`config.mk`:
```
export PLATFORM = sky130hd
export DESIGN_NAME = branch_hazard_ctrl
export DESIGN_NICKNAME = d
export VERILOG_FILES = /design/src/rtl/mips_pkg.sv /design/src/rtl/sat_counter.sv /design/src/rtl/branch_hazard_ctrl.sv
export SDC_FILE = /design/constraint.sdc
export NUM_CORES = 1
export LEC_CHECK = 0
export CORE_ASPECT_RATIO = 0.75
export CORE_MARGIN = 4
export CORE_UTILIZATION = 43
export CTS_CLUSTER_DIAMETER = 120
export CTS_CLUSTER_SIZE = 8
export DETAILED_ROUTE_END_ITERATION = 6
export PLACE_DENSITY = 0.76
export RECOVER_POWER = 25
export SYNTH_ARGS = -nofsm -noshare
export SYNTH_HDL_FRONTEND = slang
export SYNTH_SLANG_ARGS = --single-unit
```
`constraint.sdc`:
```
create_clock -name Clk -period 2.3 [get_ports Clk]
set_input_delay 0.46 -clock Clk [delete_from_list [all_inputs] [get_ports Clk]]
set_output_delay 0.46 -clock Clk [all_outputs]
set_load 0.005 [all_outputs]
```
`src/rtl/mips_pkg.sv`:
```
// Shared definitions for the MIPS pipeline control blocks: FSM encoding for
// early branch resolution, the zero register number, and stall-need codes.
package mips_pkg;

   typedef enum logic [1:0] {
      ST_RUN     = 2'd0,
      ST_HOLD    = 2'd1,
      ST_RESOLVE = 2'd2
   } br_state_e;

   typedef enum logic [1:0] {
      NEED_NONE = 2'd0,
      NEED_ONE  = 2'd1,
      NEED_TWO  = 2'd2
   } stall_need_e;

   localparam logic [4:0] REG_ZERO = 5'd0;

   // True when destination r feeds a source the branch compares. $0 never
   // creates a dependency because it is hard-wired to zero.
   function automatic logic reg_match(input logic [4:0] r,
                                      input logic [4:0] rs,
                                      input logic [4:0] rt,
                                      input logic       uses_rt);
      return (r != REG_ZERO) && ((r == rs) || (uses_rt && (r == rt)));
   endfunction

endpackage

```
`src/rtl/sat_counter.sv`:
```
// Up-counter that sticks at all-ones instead of wrapping.
module sat_counter #(
   parameter int W = 16
) (
   input  logic         Clk,
   input  logic         Rst,
   input  logic         Inc,
   output logic [W-1:0] Q
);

   logic [W-1:0] q_q, q_d;

   // Next count: advance only when requested and not already saturated.
   always_comb begin
      q_d = q_q;
      if (Inc && (q_q != '1)) begin
         q_d = q_q + 1'b1;
      end
   end

   // Count register with synchronous reset.
   // NOTE: sequential state uses non-blocking assignments so every register
   // samples pre-edge values regardless of process evaluation order.
   always_ff @(posedge Clk) begin
      if (Rst) q_q <= '0;
      else     q_q <= q_d;
   end

   assign Q = q_q;

endmodule

```
`src/rtl/branch_hazard_ctrl.sv`:
```
// Early (ID-stage) branch resolution sequencer: classifies the data hazard of
// a branch against EX/MEM producers, stalls the front end for the required
// number of cycles, then resolves, redirects the PC and keeps statistics.
module branch_hazard_ctrl
   import mips_pkg::*;
#(
   parameter int CNT_W = 16
) (
   input  logic             Clk,
   input  logic             Rst,
   input  logic             ID_Branch,
   input  logic             ID_Jump,
   input  logic             ID_UsesRt,
   input  logic [4:0]       ID_Rs,
   input  logic [4:0]       ID_Rt,
   input  logic             EX_RegWrite,
   input  logic             EX_MemRead,
   input  logic [4:0]       EX_WriteReg,
   input  logic             MEM_MemRead,
   input  logic [4:0]       MEM_WriteReg,
   input  logic             BranchTaken,
   output logic             PCWrite,
   output logic             IFID_Write,
   output logic             IDEX_Bubble,
   output logic             IFID_Flush,
   output logic             PCSrcBranch,
   output logic [CNT_W-1:0] BranchCnt,
   output logic [CNT_W-1:0] TakenCnt,
   output logic [CNT_W-1:0] StallCnt
);

   br_state_e   state_q, state_d, state_eff;
   stall_need_e need;
   logic        ex_match, mem_match;
   logic        stall_cyc, resolve_cyc;

   assign ex_match  = reg_match(EX_WriteReg,  ID_Rs, ID_Rt, ID_UsesRt);
   assign mem_match = reg_match(MEM_WriteReg, ID_Rs, ID_Rt, ID_UsesRt);

   // Stall need of the branch in ID; a load in EX is the worst case.
   always_comb begin
      need = NEED_NONE;
      if (EX_MemRead && ex_match)        need = NEED_TWO;
      else if (EX_RegWrite && ex_match)  need = NEED_ONE;
      else if (MEM_MemRead && mem_match) need = NEED_ONE;
   end

   // Next-state and control decode; reset forces RUN decoding so outputs
   // agree with the pipeline registers being cleared in the same cycle.
   // NOTE: every output of this block gets a default first so no path can
   // leave a value unassigned and infer a latch.
   always_comb begin
      state_eff   = Rst ? ST_RUN : state_q;
      state_d     = ST_RUN;
      stall_cyc   = 1'b0;
      resolve_cyc = 1'b0;
      PCWrite     = 1'b1;
      IFID_Write  = 1'b1;
      IDEX_Bubble = 1'b0;
      IFID_Flush  = 1'b0;
      PCSrcBranch = 1'b0;
      case (state_eff)
         ST_RUN: begin
            if (ID_Branch) begin
               case (need)
                  NEED_TWO: begin stall_cyc = 1'b1; state_d = ST_HOLD;    end
                  NEED_ONE: begin stall_cyc = 1'b1; state_d = ST_RESOLVE; end
                  default:  resolve_cyc = 1'b1;
               endcase
            end else if (ID_Jump) begin
               IFID_Flush = 1'b1;
            end
         end
         ST_HOLD: begin
            stall_cyc = 1'b1;
            state_d   = ST_RESOLVE;
         end
         ST_RESOLVE: resolve_cyc = 1'b1;
         default:    state_d = ST_RUN;
      endcase
      if (stall_cyc) begin
         PCWrite     = 1'b0;
         IFID_Write  = 1'b0;
         IDEX_Bubble = 1'b1;
      end
      if (resolve_cyc) begin
         IFID_Flush  = BranchTaken;
         PCSrcBranch = BranchTaken;
      end
   end

   // State register with synchronous reset to RUN.
   always_ff @(posedge Clk) begin
      if (Rst) state_q <= ST_RUN;
      else     state_q <= state_d;
   end

   sat_counter #(.W(CNT_W)) u_branch_cnt (
      .Clk (Clk),
      .Rst (Rst),
      .Inc (resolve_cyc),
      .Q   (BranchCnt)
   );

   sat_counter #(.W(CNT_W)) u_taken_cnt (
      .Clk (Clk),
      .Rst (Rst),
      .Inc (resolve_cyc & BranchTaken),
      .Q   (TakenCnt)
   );

   sat_counter #(.W(CNT_W)) u_stall_cnt (
      .Clk (Clk),
      .Rst (Rst),
      .Inc (stall_cyc),
      .Q   (StallCnt)
   );

endmodule

```
==> results of run 1 <==
## layout make-up
type	instances	area [um2]	share of cell area
clock buffers	5	68.8	0.0136
multi-input cells	286	2280	0.451
repair buffers	170	1530	0.303
inverters	8	30.0	0.00595
clock inverters	3	40.0	0.00793
flip-flops and latches	50	1000	0.198
well taps	81	101	0.0201
## sequential cells by signal, indices dropped and copies added (netlist names)
register	flops
u_taken_cnt.Q	16
state_q	2
u_stall_cnt.Q	16
u_branch_cnt.Q	16
## cells by family (layout without fill, tap and decap cells)
| logic type | after synthesis | in the layout | synth area share |
|---|---|---|---|
| AO/OA/AOI/OAI | 83 | 83 | 0.192 |
| flip-flops | 50 | 50 | 0.346 |
| multiplexers | 7 | 7 | 0.0259 |
| buffers and inverters | 22 | 186 | 0.0307 |
| adder cells (fa/ha/maj) | 3 | 3 | 0.0130 |
| XOR/XNOR | 38 | 38 | 0.115 |
| AND/OR/NAND/NOR | 155 | 155 | 0.278 |
## timing repair
action / in CTS / in global routing
resized for setup: 142 / 98
pin swaps: 38 / 68
buffers inserted: 20 / 7
cloned: 2 / 0
setup endpoints to repair: 51 / 50
## Yosys cell counts (7+ instances only)
| cell | n | area share |
|---|---|---|
| and3_1 | 10 | 0.022 |
| nand2_1 | 21 | 0.027 |
| nand4_1 | 12 | 0.026 |
| nor3_1 | 8 | 0.014 |
| xor2_1 | 18 | 0.054 |
| a21oi_1 | 25 | 0.043 |
| nor2_1 | 42 | 0.054 |
| dfxtp_1 | 50 | 0.35 |
| nor2b_1 | 7 | 0.015 |
| inv_1 | 8 | 0.010 |
| clkbuf_1 | 11 | 0.014 |
| o21ai_0 | 21 | 0.036 |
| nand3_1 | 17 | 0.029 |
| or3_1 | 14 | 0.030 |
| xnor2_1 | 20 | 0.061 |
## metal layers
layer,GRT usage,up-vias,routed length (um)
met5,0,-,0
met4,0.0634,0,289
met3,0.0430,31,643
met2,0.400,123,5160
met1,0.303,1647,4290
li1,-,1637,-
## power by group
part           internal (mW)  switching, mW  leakage [nW]
Clock                  0.321          0.301        0.0579
Sequential             0.874         0.0117         0.403
Combinational          0.223          0.193          1.46
## path summary, 6_finish.rpt
kind / from / slack [ns] / cells past startpoint / endpoint
hold reg to reg: u_taken_cnt.Q[8]$_SDFFE_PP0P_ / 0.50 / 2 / u_taken_cnt.Q[8]$_SDFFE_PP0P_
hold / removal: Rst / 0.44 / 2 / state_q[1]$_SDFF_PP0_
setup reg to reg: u_stall_cnt.Q[0]$_SDFFE_PP0P_ / 0 / 9 / u_stall_cnt.Q[2]$_SDFFE_PP0P_
setup / recovery: MEM_WriteReg[0] / -0.22 / 11 / IDEX_Bubble
## per-stage QoR
step / power, mW / worst slack (ns)
2_1_floorplan: 1.02 / -0.0335
3_3_place_gp: 1.19 / -0.856
3_5_place_dp: 1.19 / -0.876
4_1_cts: 1.88 / -0.217
5_1_grt: 2.00 / -0.298
6_report: 1.92 / -0.220
## worst max-delay path: cells and delay by family
kind,cells,cell delay (ns)
XOR/XNOR,1,0.18
buffers and inverters,6,0.70
AO/OA/AOI/OAI,3,0.42
AND/OR/NAND/NOR,1,0.29
==> impl_metrics.py, run 1 <==
metrics = {
    "status": {
        "outcome": "complete, but fails checks",
        "failed_checks": "setup timing",
    },
    "global_route": {
        "grt_max_degree": 45,
        "grt_pass1_wl_mm": 15.5,
        "globalRouteTotalUtil": 0.235,
        "grt_pass1_vias": 3354,
        "grt_overflow": 0,
        "antenna_found_initial": 0,
    },
    "routing": {
        "num_vias": 3438,
        "wire_per_inst_um": 17.2,
        "viasPerCell": 5.70,
        "drt-pass1-iter-count": 4,
        "drt_wl_total_mm": 10.4,
        "final_antenna_net_count": 0,
        "post-route-drc-count": 0,
        "drtIter0Drc": 180,
    },
    "timing": {
        "fin_worst_skew_ns": 0.00732,
        "finalSetupTns_ns": -3.00,
        "fmax_ghz": 0.397,
        "worst_slack_ns": -0.220,
        "slew_headroom": 0.608,
        "worst_pin_slew_ns": 0.583,
        "min_period_ns": 2.52,
        "drv_slew": 0,
        "fin_crit_sh": 1.10,
        "finalHoldViolCount": 0,
        "setup_viol_count_final": 34,
        "grt_setup_unrepaired": "true",
        "hold_slack_ns": 0.441,
    },
    "synth": {
        "synth.avg_cell_area_um2": 8.08,
        "ys_types": 53,
        "async_flop_share": 0,
        "yosysWarnings": 0,
        "ys_seq_elements": 50,
        "syn-cell-area_um2": 2890,
        "dominantRegCellSynth": "dfxtp_1",
        "seq_area_frac_synth": 0.346,
        "netlist_instances": 358,
        "synth-edff-count": 0,
        "synth_nets": 390,
    },
    "die": {
        "initial_core_util": 0.451,
        "io_pins": 82,
        "num_rows": 25,
        "die_height_um": 79.0,
        "die_w_um": 103,
        "design.die.area_um2": 8120,
        "core_um2": 6410,
    },
    "critical_path": {
        "critical_path_class": "in2out",
        "cp_cell_sequence": "buf_8 -> xor2_4 -> nor4_4 -> a32oi_2 -> buf_4 -> buf_6 -> o22ai_4 -> a31oi_2 -> buf_4 -> inv_2 -> buf_6",
        "max_stage_delay_ns": 0.29,
        "cp_slowest_cell": "nor4_4",
        "required_ns": 1.84,
        "critical_path_arrival_ns": 2.06,
        "startpoint_type": "input pin",
        "endpoint_kind": "primary output",
        "cp_max_fo": 3,
    },
    "cts": {
        "cts_tree": "done",
        "worst_skew_pair.late_latency_ns": 0.30,
        "clk_path_buf_depth": 2,
        "cts_num_sinks": 50,
        "clock-root-buffer": "clkbuf_8",
        "cts_max_level": 2,
        "cts_hold_buf": 0,
        "cts-buffers-inserted": 5,
        "clk_transition_reported_paths_ns": 0.09,
    },
    "place": {
        "portBuffers": 81,
        "gp_congestion": 0.897,
        "hpwl_mm": 6.43,
        "dpl_cell_area_um2": 4260,
        "numPlacedInstances": 573,
    },
    "finish": {
        "fillers": 447,
        "final_common_cell": "buf_4",
        "area_growth_syn_to_layout_pct": 74.5,
        "fin_nets": 553,
        "final_util": 0.788,
        "layout-drive-gt1-share": 0.375,
        "final_cell_mix": "buf_4 (61), dfxtp_1 (50), nor2_1 (41)",
        "n_antenna_cell": 0,
        "finalNonFillerCells": 603,
        "fin_area_um2": 5050,
    },
    "worst_hold_path": {
        "hold_path_class": "in2reg",
    },
    "pwr": {
        "p_per_area_nw_per_um2": 381,
        "ir_drop_mv": 0.246,
        "power_leakage_nw": 1.92,
    },
    "flow_run": {
        "maxCapViolations": 0,
    },
}
No activity file was read; power rests on OpenSTA's default activity.
==> inputs of run 2 (changes only) <==
Settings changed: CORE_ASPECT_RATIO 0.75 to 2.
==> impl_metrics.py, run 2 (synthesis results as in run 1) <==
metrics = {
    "status": {
        "outcome": "complete, but fails checks",
        "failed_checks": "setup timing",
    },
    "critical_path": {
        "r2r_slack_ns": -0.03,
        "max_stage_delay_ns": 0.33,
        "critical_path_class": "in2out",
        "critical_path_arrival_ns": 1.98,
        "cp_cell_sequence": "buf_6 -> xor2_1 -> nor4_2 -> a32oi_2 -> o221ai_2 -> a21oi_2 -> a31o_2 -> buf_2",
        "rr_startpoint": "u_stall_cnt.Q[1]$_SDFFE_PP0P_",
        "cp_max_fo": 3,
        "startpoint_type": "input pin",
        "endpoint_kind": "primary output",
        "rr_endpoint": "u_stall_cnt.Q[7]$_SDFFE_PP0P_",
        "cp_slowest_cell": "nor4_2",
        "reg2regPathDepth": 9,
        "required_ns": 1.84,
    },
    "finish": {
        "area_growth_syn_to_layout_pct": 68.3,
        "final_cell_mix": "buf_4 (65), dfxtp_1 (50), nor2_1 (41)",
        "fin_nets": 545,
        "final_util": 0.741,
        "n_antenna_cell": 0,
        "final_common_cell": "buf_4",
        "fin_area_um2": 4870,
        "layout-drive-gt1-share": 0.331,
        "finalNonFillerCells": 602,
    },
    "timing": {
        "drv_slew": 0,
        "worst_pin_slew_ns": 0.681,
        "slew_headroom": 0.545,
        "grt_setup_unrepaired": "true",
        "finalHoldViolCount": 0,
        "fin_worst_skew_ns": 0.00634,
        "min_period_ns": 2.44,
        "fmax_ghz": 0.410,
        "finalSetupTns_ns": -1.28,
        "worst_slack_ns": -0.141,
        "setup_viol_count_final": 25,
        "fin_crit_sh": 1.06,
    },
    "worst_hold_path": {
        "hold_path_class": "in2reg",
        "hold_path_end": "state_q[1]$_SDFF_PP0_",
        "hp-start": "Rst",
        "hold_depth": 2,
    },
    "global_route": {
        "antenna_found_initial": 0,
        "grt_pass1_wl_mm": 15.8,
        "globalRouteTotalUtil": 0.245,
        "grt_max_degree": 56,
        "grt_overflow": 0,
        "grt_pass1_vias": 3381,
    },
    "die": {
        "core_um2": 6570,
        "initial_core_util": 0.441,
        "die_w_um": 66.0,
        "num_rows": 42,
        "io_pins": 82,
        "die_height_um": 124,
        "design.die.area_um2": 8190,
    },
    "cts": {
        "clock-root-buffer": "clkbuf_16",
        "cts_hold_buf": 0,
        "cts_tree": "done",
        "cts_max_level": 2,
        "clk_path_buf_depth": 2,
        "worst_skew_pair.late_latency_ns": 0.30,
        "cts-buffers-inserted": 5,
        "cts_num_sinks": 50,
        "clk_transition_reported_paths_ns": 0.07,
    },
    "pwr": {
        "ir_drop_mv": 0.399,
        "seqPwrFrac": 0.416,
        "power_leakage_nw": 1.87,
        "intPower_mw": 1.59,
        "power_frac_comb": 0.180,
        "switching_power_mw": 0.537,
        "p_clk_frac": 0.404,
        "p_sw_frac": 0.252,
        "p_per_area_nw_per_um2": 438,
    },
    "routing": {
        "viasPerCell": 5.68,
        "drt_wl_total_mm": 10.2,
        "post-route-drc-count": 0,
        "num_vias": 3422,
        "final_antenna_net_count": 0,
        "wire_per_inst_um": 17.0,
        "drtIter0Drc": 265,
        "drt-pass1-iter-count": 5,
    },
    "place": {
        "dp_slack_ns": -0.917,
        "dpl_cell_area_um2": 4230,
        "hpwl_mm": 6.95,
        "gp_congestion": 0.926,
        "numPlacedInstances": 575,
        "portBuffers": 81,
    },
    "flow_run": {
        "maxCapViolations": 0,
    },
}
-- run 2: worst max-delay path by stage --
stage                         start                        endpoint  slack, ns  depth (start not counted)
finish              MEM_WriteReg[1]                      IFID_Flush      -0.14                          8
global route        MEM_WriteReg[1]  u_stall_cnt.Q[15]$_SDFFE_PP0P_      -0.22                          9
CTS                 MEM_WriteReg[1]                      IFID_Flush      -0.09                          8
detailed placement  MEM_WriteReg[2]                      IFID_Flush      -0.92                          7
global placement    MEM_WriteReg[2]                      IFID_Flush      -0.85                          7
floorplan                  ID_Rt[1]  u_stall_cnt.Q[15]$_SDFFE_PP0P_      -0.03                          8
-- run 2: critical path, delay by kind of cell --
kind / cells / cell delay [ns]
AO/OA/AOI/OAI: 4 / 0.80
XOR/XNOR: 1 / 0.17
buffers and inverters: 2 / 0.22
AND/OR/NAND/NOR: 1 / 0.33
-- run 2: timing repair --
item / 4_1_cts / 5_1_grt
setup endpoints to repair: 52 / 41
gates cloned: 0 / 1
hold endpoints to repair: 0 / 0
buffers inserted: 14 / 6
pin swaps: 20 / 32
gates resized for setup: 122 / 68
-- run 2: power groups by stage --
stage | Combinational (mW) | Clock [mW] | Sequential, mW
after global placement | 0.277 | 0 | 0.905
after global routing | 0.410 | 0.907 | 0.888
after floorplan | 0.113 | 0 | 0.905
after detailed placement | 0.285 | 0 | 0.906
final | 0.384 | 0.862 | 0.886
after CTS | 0.323 | 0.872 | 0.886
-- run 2: cell type report --
class | count | area, um2
Timing Repair Buffer | 162 | 1410
Fill cell | 488 | 1700
Multi-Input combinational cell | 286 | 2150
Clock buffer | 5 | 125
Sequential cell | 50 | 1000
Tap cell | 88 | 110
Clock inverter | 3 | 43.8
Inverter | 8 | 30.0
-- run 2: through the flow --
stage,hold WS (ns),power (mW)
detailed placement,0.503,1.19
global route,0.434,2.21
global placement,0.481,1.18
floorplan,0.477,1.02
finish,0.418,2.13
CTS,0.414,2.08
-- run 2: per-layer routing --
layer,GRT usage,vias to the layer above,routed length [um],part of all wire
li1,-,1625,-,-
met1,0.249,1639,3610,0.35
met2,0.471,124,5850,0.57
met3,0.0352,34,386,0.038
met4,0.120,0,381,0.037
met5,0,-,0,0
==> inputs of run 3 (changes only) <==
Settings changed: SKIP_CTS_REPAIR_TIMING set to 1.
==> impl_metrics.py, run 3 (synthesis results as in run 1) <==
metrics = {
    "timing": {
        "drv_slew": 0,
        "min_period_ns": 2.72,
        "fin_worst_skew_ns": 0.00675,
        "worst_slack_ns": -0.424,
        "setup_viol_count_final": 44,
        "fmax_ghz": 0.367,
        "slew_headroom": 0.615,
        "grt_setup_unrepaired": "true",
        "fin_crit_sh": 1.18,
        "worst_pin_slew_ns": 0.577,
        "finalHoldViolCount": 0,
    },
    "die": {
        "design.die.area_um2": 8190,
        "initial_core_util": 0.441,
        "io_pins": 82,
        "die_height_um": 124,
        "core_um2": 6570,
        "die_w_um": 66.0,
        "num_rows": 42,
    },
    "cts": {
        "cts_num_sinks": 50,
        "clk_path_buf_depth": 2,
        "clock-root-buffer": "clkbuf_16",
        "cts-buffers-inserted": 5,
        "cts_max_level": 2,
        "clk_transition_reported_paths_ns": 0.07,
        "worst_skew_pair.late_latency_ns": 0.30,
        "cts_tree": "done",
    },
    "routing": {
        "wire_per_inst_um": 17.0,
        "post-route-drc-count": 0,
        "drtIter0Drc": 287,
        "num_vias": 3373,
        "viasPerCell": 5.72,
        "drt-pass1-iter-count": 4,
        "final_antenna_net_count": 0,
        "drt_wl_total_mm": 10.0,
    },
    "global_route": {
        "antenna_found_initial": 0,
        "globalRouteTotalUtil": 0.227,
        "grt_pass1_wl_mm": 14.7,
        "grt_overflow": 0,
        "grt_pass1_vias": 3249,
        "grt_max_degree": 56,
    },
    "worst_hold_path": {
        "hold_depth": 2,
        "hold_path_class": "in2reg",
        "hp-start": "Rst",
        "hold_path_end": "state_q[1]$_SDFF_PP0_",
    },
    "status": {
        "outcome": "complete, but fails checks",
        "failed_checks": "setup timing",
    },
    "pwr": {
        "power_frac_comb": 0.166,
        "finalPower_mw": 2.10,
        "intPower_mw": 1.57,
        "p_clk_frac": 0.412,
        "p_sw_frac": 0.253,
        "ir_drop_mv": 0.397,
        "switching_power_mw": 0.530,
        "power_leakage_nw": 1.84,
        "seqPwrFrac": 0.422,
        "p_per_area_nw_per_um2": 445,
    },
    "finish": {
        "final_common_cell": "buf_4",
        "layout-drive-gt1-share": 0.287,
        "area_growth_syn_to_layout_pct": 63.1,
        "fin_nets": 533,
        "final_cell_mix": "buf_4 (61), dfxtp_1 (50), nor2_1 (42)",
        "n_antenna_cell": 0,
        "final_util": 0.718,
    },
    "critical_path": {
        "endpoint_kind": "flip-flop",
        "startpoint_type": "input pin",
        "required_ns": 2.49,
        "r2r_slack_ns": -0.03,
        "cp_max_fo": 6,
        "reg2regPathDepth": 9,
        "critical_path_class": "in2reg",
        "critical_path_arrival_ns": 2.91,
        "rr_endpoint": "u_stall_cnt.Q[9]$_SDFFE_PP0P_",
        "rr_startpoint": "u_stall_cnt.Q[1]$_SDFFE_PP0P_",
    },
    "place": {
        "dp_slack_ns": -0.917,
        "gp_congestion": 0.926,
        "hpwl_mm": 6.95,
        "portBuffers": 81,
    },
    "flow_run": {
        "maxCapViolations": 0,
    },
}
-- run 3: cell count changes in the layout (fill, tap and decap cells not counted), sizes merged --
cell           before  now
buf               104   77
clkbuf              6   19
clkdlybuf4s15       2    0
clkdlybuf4s50      39   38
dlymetal6s2s        0    5
-- run 3: how the worst max path moves through the flow --
stage / start / end / slack [ns] / depth (start not counted)
floorplan: ID_Rt[1] / u_stall_cnt.Q[15]$_SDFFE_PP0P_ / -0.03 / 8
global placement: MEM_WriteReg[2] / IFID_Flush / -0.85 / 7
detailed placement: MEM_WriteReg[2] / IFID_Flush / -0.92 / 7
CTS: MEM_WriteReg[2] / IFID_Flush / -0.92 / 7
global route: ID_Rt[1] / u_stall_cnt.Q[15]$_SDFFE_PP0P_ / -0.38 / 11
finish: ID_Rt[1] / u_stall_cnt.Q[15]$_SDFFE_PP0P_ / -0.42 / 11
-- run 3: cell type report --
class / count / area, um2
fill: 526 / 1850
clock inverter: 3 / 43.8
multi-input combinational: 286 / 2100
inverter: 8 / 30.0
sequential: 50 / 1000
tap: 88 / 110
timing repair buffer: 150 / 1310
clock buffer: 5 / 125
-- run 3: critical path, stage by stage --
cell and delay [ns]:
buf_6 0.10, xor2_1 0.17, nor4_2 0.44, a32oi_2 0.22, buf_6 0.18, buf_6 0.12
or4_4 0.48, buf_8 0.16, nand2_8 0.07, nand4_1 0.16, mux2_4 0.34
-- run 3: metal layers --
metal,wire length (um),up-vias,GRT usage
met5,0,-,0
met4,475,0,0.102
met1,3490,1621,0.233
li1,-,1596,-
met2,5700,121,0.439
met3,378,35,0.0334
-- run 3: metrics by stage --
stage / area, um2 / instances / TNS, ns / hold WS (ns)
CTS: 4400 / 583 / -19.91 / 0.414
global placement: 4230 / 575 / -31.10 / 0.481
global route: 4720 / 590 / -8.62 / 0.437
detailed placement: 4230 / 575 / -34.31 / 0.503
floorplan: 2920 / 358 / -0.0675 / 0.477
finish: 4720 / 590 / -8.58 / 0.423
-- run 3: power groups by stage --
stage	registers, mW	clock network, mW	logic, mW
final	0.886	0.864	0.348
after floorplan	0.905	0	0.113
after global placement	0.905	0	0.277
after global routing	0.888	0.904	0.372
after CTS	0.886	0.872	0.286
after detailed placement	0.906	0	0.285
